**src/rtl/box_locator.sv**
```systemverilog
// box_locator: zero-latency pixel pass-through that reports the bounding box of
// skin-coloured pixels in each frame, latched at end of frame.
module box_locator #(
  parameter int          IMG_W      = 640,
  parameter int          IMG_H      = 480,
  parameter logic [7:0]  R_MIN      = 8'd96,
  parameter logic [18:0] MIN_PIXELS = 19'd64
) (
  input  logic        clock,
  input  logic        reset,
  input  logic        frame_sync,
  input  logic        in_empty,
  input  logic [23:0] in_dout,
  output logic        in_rd_en,
  input  logic        out_full,
  output logic        out_wr_en,
  output logic [23:0] out_din,
  output logic [9:0]  box_x,
  output logic [9:0]  box_y,
  output logic [9:0]  box_w,
  output logic [9:0]  box_h,
  output logic        box_found,
  output logic        box_valid
);
  localparam logic [9:0] LAST_X = 10'(IMG_W - 1);
  localparam logic [9:0] LAST_Y = 10'(IMG_H - 1);
  logic        xfer, match, eof, found;
  logic [7:0]  r, g, b;
  logic [9:0]  col_q, row_q, col_d, row_d, px, py;
  logic [9:0]  min_x_q, min_y_q, max_x_q, max_y_q;
  logic [9:0]  min_x_b, min_y_b, max_x_b, max_y_b;
  logic [9:0]  min_x_n, min_y_n, max_x_n, max_y_n;
  logic [18:0] hit_q, hit_b, hit_n;
  logic [9:0]  box_x_q, box_y_q, box_w_q, box_h_q;
  logic        box_found_q, box_valid_q;
  assign r         = in_dout[23:16];
  assign g         = in_dout[15:8];
  assign b         = in_dout[7:0];
  assign xfer      = reset && !in_empty && !out_full;
  assign in_rd_en  = xfer;
  assign out_wr_en = xfer;
  assign out_din   = in_dout;
  assign match     = xfer && r >= R_MIN && r > g && r > b;
  assign box_x     = box_x_q;
  assign box_y     = box_y_q;
  assign box_w     = box_w_q;
  assign box_h     = box_h_q;
  assign box_found = box_found_q;
  assign box_valid = box_valid_q;
  // frame_sync rebases position and accumulators before this cycle's pixel is applied
  always_comb begin
    px      = frame_sync ? '0 : col_q;
    py      = frame_sync ? '0 : row_q;
    min_x_b = frame_sync ? 10'h3FF : min_x_q;
    min_y_b = frame_sync ? 10'h3FF : min_y_q;
    max_x_b = frame_sync ? '0 : max_x_q;
    max_y_b = frame_sync ? '0 : max_y_q;
    hit_b   = frame_sync ? '0 : hit_q;
    min_x_n = match && px < min_x_b ? px : min_x_b;
    min_y_n = match && py < min_y_b ? py : min_y_b;
    max_x_n = match && px > max_x_b ? px : max_x_b;
    max_y_n = match && py > max_y_b ? py : max_y_b;
    hit_n   = match && hit_b != '1 ? hit_b + 19'd1 : hit_b;
    found   = hit_n >= MIN_PIXELS;
    eof     = xfer && !frame_sync && px == LAST_X && py == LAST_Y;
    col_d   = !xfer ? px : px == LAST_X ? '0 : px + 10'd1;
    row_d   = !xfer || px != LAST_X ? py : py == LAST_Y ? '0 : py + 10'd1;
  end
  always_ff @(posedge clock) begin
    if (!reset) begin
      col_q       <= '0;
      row_q       <= '0;
      min_x_q     <= 10'h3FF;
      min_y_q     <= 10'h3FF;
      max_x_q     <= '0;
      max_y_q     <= '0;
      hit_q       <= '0;
      box_x_q     <= '0;
      box_y_q     <= '0;
      box_w_q     <= '0;
      box_h_q     <= '0;
      box_found_q <= 1'b0;
      box_valid_q <= 1'b0;
    end else begin
      col_q       <= col_d;
      row_q       <= row_d;
      min_x_q     <= eof ? 10'h3FF : min_x_n;
      min_y_q     <= eof ? 10'h3FF : min_y_n;
      max_x_q     <= eof ? '0 : max_x_n;
      max_y_q     <= eof ? '0 : max_y_n;
      hit_q       <= eof ? '0 : hit_n;
      box_valid_q <= eof;
      if (eof) begin
        box_x_q     <= found ? min_x_n : '0;
        box_y_q     <= found ? min_y_n : '0;
        box_w_q     <= found ? max_x_n - min_x_n + 10'd1 : '0;
        box_h_q     <= found ? max_y_n - min_y_n + 10'd1 : '0;
        box_found_q <= found;
      end
    end
  end
endmodule

```
**config.mk**
```make
export PLATFORM = sky130hd
export DESIGN_NAME = box_locator
export DESIGN_NICKNAME = d
export VERILOG_FILES = /design/src/rtl/box_locator.sv
export SDC_FILE = /design/constraint.sdc
export NUM_CORES = 1
export LEC_CHECK = 0
export CORE_ASPECT_RATIO = 1.2
export CORE_UTILIZATION = 30
export DETAILED_ROUTE_END_ITERATION = 8
export SETUP_SLACK_MARGIN = 0.2
export SYNTH_ARGS = -nofsm -noshare
export SYNTH_HDL_FRONTEND = slang
export SYNTH_SLANG_ARGS = --single-unit
```
**constraint.sdc**
```tcl
create_clock -name clock -period 18.27 [get_ports clock]
set_clock_uncertainty 0.2 [all_clocks]
set_input_delay 1.827 -clock clock [delete_from_list [all_inputs] [get_ports clock]]
set_output_delay 1.827 -clock clock [all_outputs]
set_load 0.01 [all_outputs]
```
==> metrics.md <==
| Metric | Value |
|---|---|
| Status | `complete, no violations` |
| Peak Freq | `between 100 and 150 MHz` |
| Synth warnings | `0` |
| Cell internal pwr | `0.5055 mW` |
| H-tree depth | `4` |
| Total vias in the final route | `6410` |
| Worst-margin pin slew | `0.9762 ns` |
| Sequential share of power | `0.403` |
| Number of nets at the end of the flow | `1088` |
| Placement row count | `64` |
| CP peak stage delay | `0.79 ns` |
| Largest net degree at the start of global routing | `48` |
| Max FFs per register | `19` |
| Critical path capture point type | `flop` |
| Clock Pin Slew Worst Setup and Hold Paths | `0.06 ns` |
| DIE AREA | `around 26000 um^2` |
| Crit start category | `input port` |
| Footprint of the multi-input gates | `4751 um^2` |
| Starting DRC count in detailed routing | `385` |
| Final setup viols | `0` |
| Final min period | `roughly 7.6 ns` |
| Critical Path AT | `7.72 ns` |
| Initial antenna violation count | `0` |
| Hold WS | `0.2585 ns` |
| Final Max Slew Viols | `0` |
| Hold Vio Cnt, Final | `0` |
| Switching power total | `0.1521 mW` |
| Syn Area/Cell | `between 8 and 9 um^2` |
| Detailed Route WL | `about 19000 um` |
| Total negative setup slack | `0 ns` |
| Router iterations before antenna repair | `4` |
| Combinational Power Share | `0.063` |
| Starting Density | `0.3045` |
| Primary FF master, synth | `dfxtp_1` |
| Ports | `slightly below 100` |
| Number of global-route vias before repair | `between 6000 and 7000` |
| Most frequent cells in the layout | `nand2_1, dfxtp_1, clkdlybuf4s50_1` |
| Cell area after synthesis | `7755 um^2` |
| P_leak | `just under 4 nW` |
| Synth-to-layout area growth | `21.25%` |
| WL/cell | `14.50 um` |
| Ranking of synthesized cells by area | `dfxtp_1, ha_1, nand2_1, xnor2_1, nor2_1` |
| Mapped Cells | `924` |
| Total grt overflow | `0` |
| Die width | `148.8 um` |
| Crit Path Category | `in2reg` |
| Layout cells sized above 1 | `0.07599` |
| GRT Total Usage | `0.1503` |
| Hold buffers post-CTS | `0` |
| Register area share after synthesis | `0.3124` |
| CP max stage cell | `nor3_2` |
| Placer Congestion | `0.8875` |
| Yosys top cell area share | `0.3124` |
| Tcrit/Tclk final | `0.4155` |
| Max Cap Viol | `0` |
| Sink Count | `about 120` |
| Die Ht | `178.1 um` |
| ANT nets after route | `0` |
| Synth area leader | `dfxtp_1` |
| Clock latency on the worst-skew pair | `between 0.4 and 0.5 ns` |
| Asr flop ratio synth | `0` |
| Clk root buf | `clkbuf_16` |
| First-pass GRT wire length | `around 31000 um` |
| Worst Path Max Fanout | `28` |
| Placed wire-length estimate | `13810 um` |
| Slew headroom | `0.3457` |
| RSZ-0062 raised after global routing | `no` |
| Data required, critical path | `between 15 and 20 ns` |
| Setup bufs post-CTS | `0` |
| Core ar. | `25460 um^2` |
| Number of diodes | `0` |
| Vias/cell | `4.867` |
| Total power draw | `0.6576 mW` |
| R2R Setup Slk | `12.90 ns` |
| Reg with most FFs | `hit_q` |
| Port bufs | `96` |
| Netlist cell types | `59` |
| Fill cells | `2616` |
| CTS tree | `built` |
| # placed instances | `1285` |
| Worst VDD drop | `roughly 0.000061 V` |
| Clk pwr share | `0.534` |
| Most common cell after layout, fill and taps aside | `nand2_1` |
| Finished Layout Cells | `~1300` |
| Hold Crit Class | `reg2reg` |
| Clock buffers created by TritonCTS | `17` |
| Sw Ratio | `0.2313` |
| Seq cells post-synth | `121` |
| Post_cts resized | `0` |
| DRC Markers | `0` |
| Power per Cell Area | `69.94 nW/um^2` |
| EDFF count, synth | `0` |
| Post-synth net total | `1038` |
| Clock Tree Buf Depth | `2` |
| Register area | `2422 um^2` |
-- cells by family (layout without fill, tap and decap cells) --
kind of cell    count (synthesis)  count (layout)  share of synthesized area
compound gates                159             159                     0.1459
xor+xnor                       57              57                    0.06438
fa+ha+maj                      85              85                     0.1391
buf+inv                       122             185                    0.07632
flops                         121             121                     0.3124
mux                            26              26                    0.03630
simple gates                  354             354                     0.2257
-- metrics by stage --
step / util / instance area (um^2) / setup WS (ns)
6_report: 0.3693 / 9403 / 10.68
5_1_grt: 0.3693 / 9403 / 10.09
4_1_cts: 0.3693 / 9403 / 10.63
3_5_place_dp: 0.3449 / 8782 / 10.19
3_3_place_gp: 0.3449 / 8782 / 10.34
2_1_floorplan: - / 7755 / 10.65
-- worst max-delay path: cells and delay by family --
family / cells / cell delay (ns)
simple gates: 5 / 1.32
xor+xnor: 2 / 0.28
mux: 1 / 0.43
buf+inv: 5 / 1.21
compound gates: 8 / 1.43
fa+ha+maj: 4 / 1.19
-- final timing paths --
| check | from | endpoint | cells after the start |
|---|---|---|---|
| worst min register to register | box_y[7] | box_y[7] | 2 |
| worst min-delay path | box_y[7] | box_y[7] | 2 |
| worst max-delay path | frame_sync | box_h[9] | 25 |
| worst max register to register | row_q[8] | box_h[9] | 22 |
-- Yosys cell counts, types with 19 or more instances --
cell type	count
xnor2_1	43
nand2_1	123
nand3_1	21
nor3_1	27
o21ai_0	25
buf_4	25
nor2b_1	22
clkbuf_1	30
o31ai_1	29
ha_1	83
dfxtp_1	121
nor2_1	79
inv_1	50
a21oi_1	37
a21o_1	19
-- per-layer routing --
| layer | routed length, um | vias to the layer above | GRT usage |
|---|---|---|---|
| met5 | 0 | - | 0 |
| met4 | 319 | 0 | 0.05060 |
| met3 | 1103 | 27 | 0.03018 |
| met2 | 8576 | 192 | 0.2486 |
| met1 | 9097 | 2910 | 0.1937 |
| li1 | - | 3281 | - |
-- area by class of cell --
class	instances	share of cell area
clock inverter	13	0.01783
inverter	50	0.01996
sequential	121	0.2576
tap	330	0.04391
clock buffer	19	0.04817
timing repair buffer	103	0.1073
multi-input combinational	681	0.5053
-- power groups by stage --
stage / Combinational (mW) / Sequential [mW] / Clock (mW)
after floorplan: 0.0267 / 0.270 / 0
after global placement: 0.0415 / 0.271 / 0
after detailed placement: 0.0418 / 0.271 / 0
after CTS: 0.0420 / 0.265 / 0.360
after global routing: 0.0458 / 0.265 / 0.373
final: 0.0414 / 0.265 / 0.351
No activity file was read; power rests on OpenSTA's default activity.
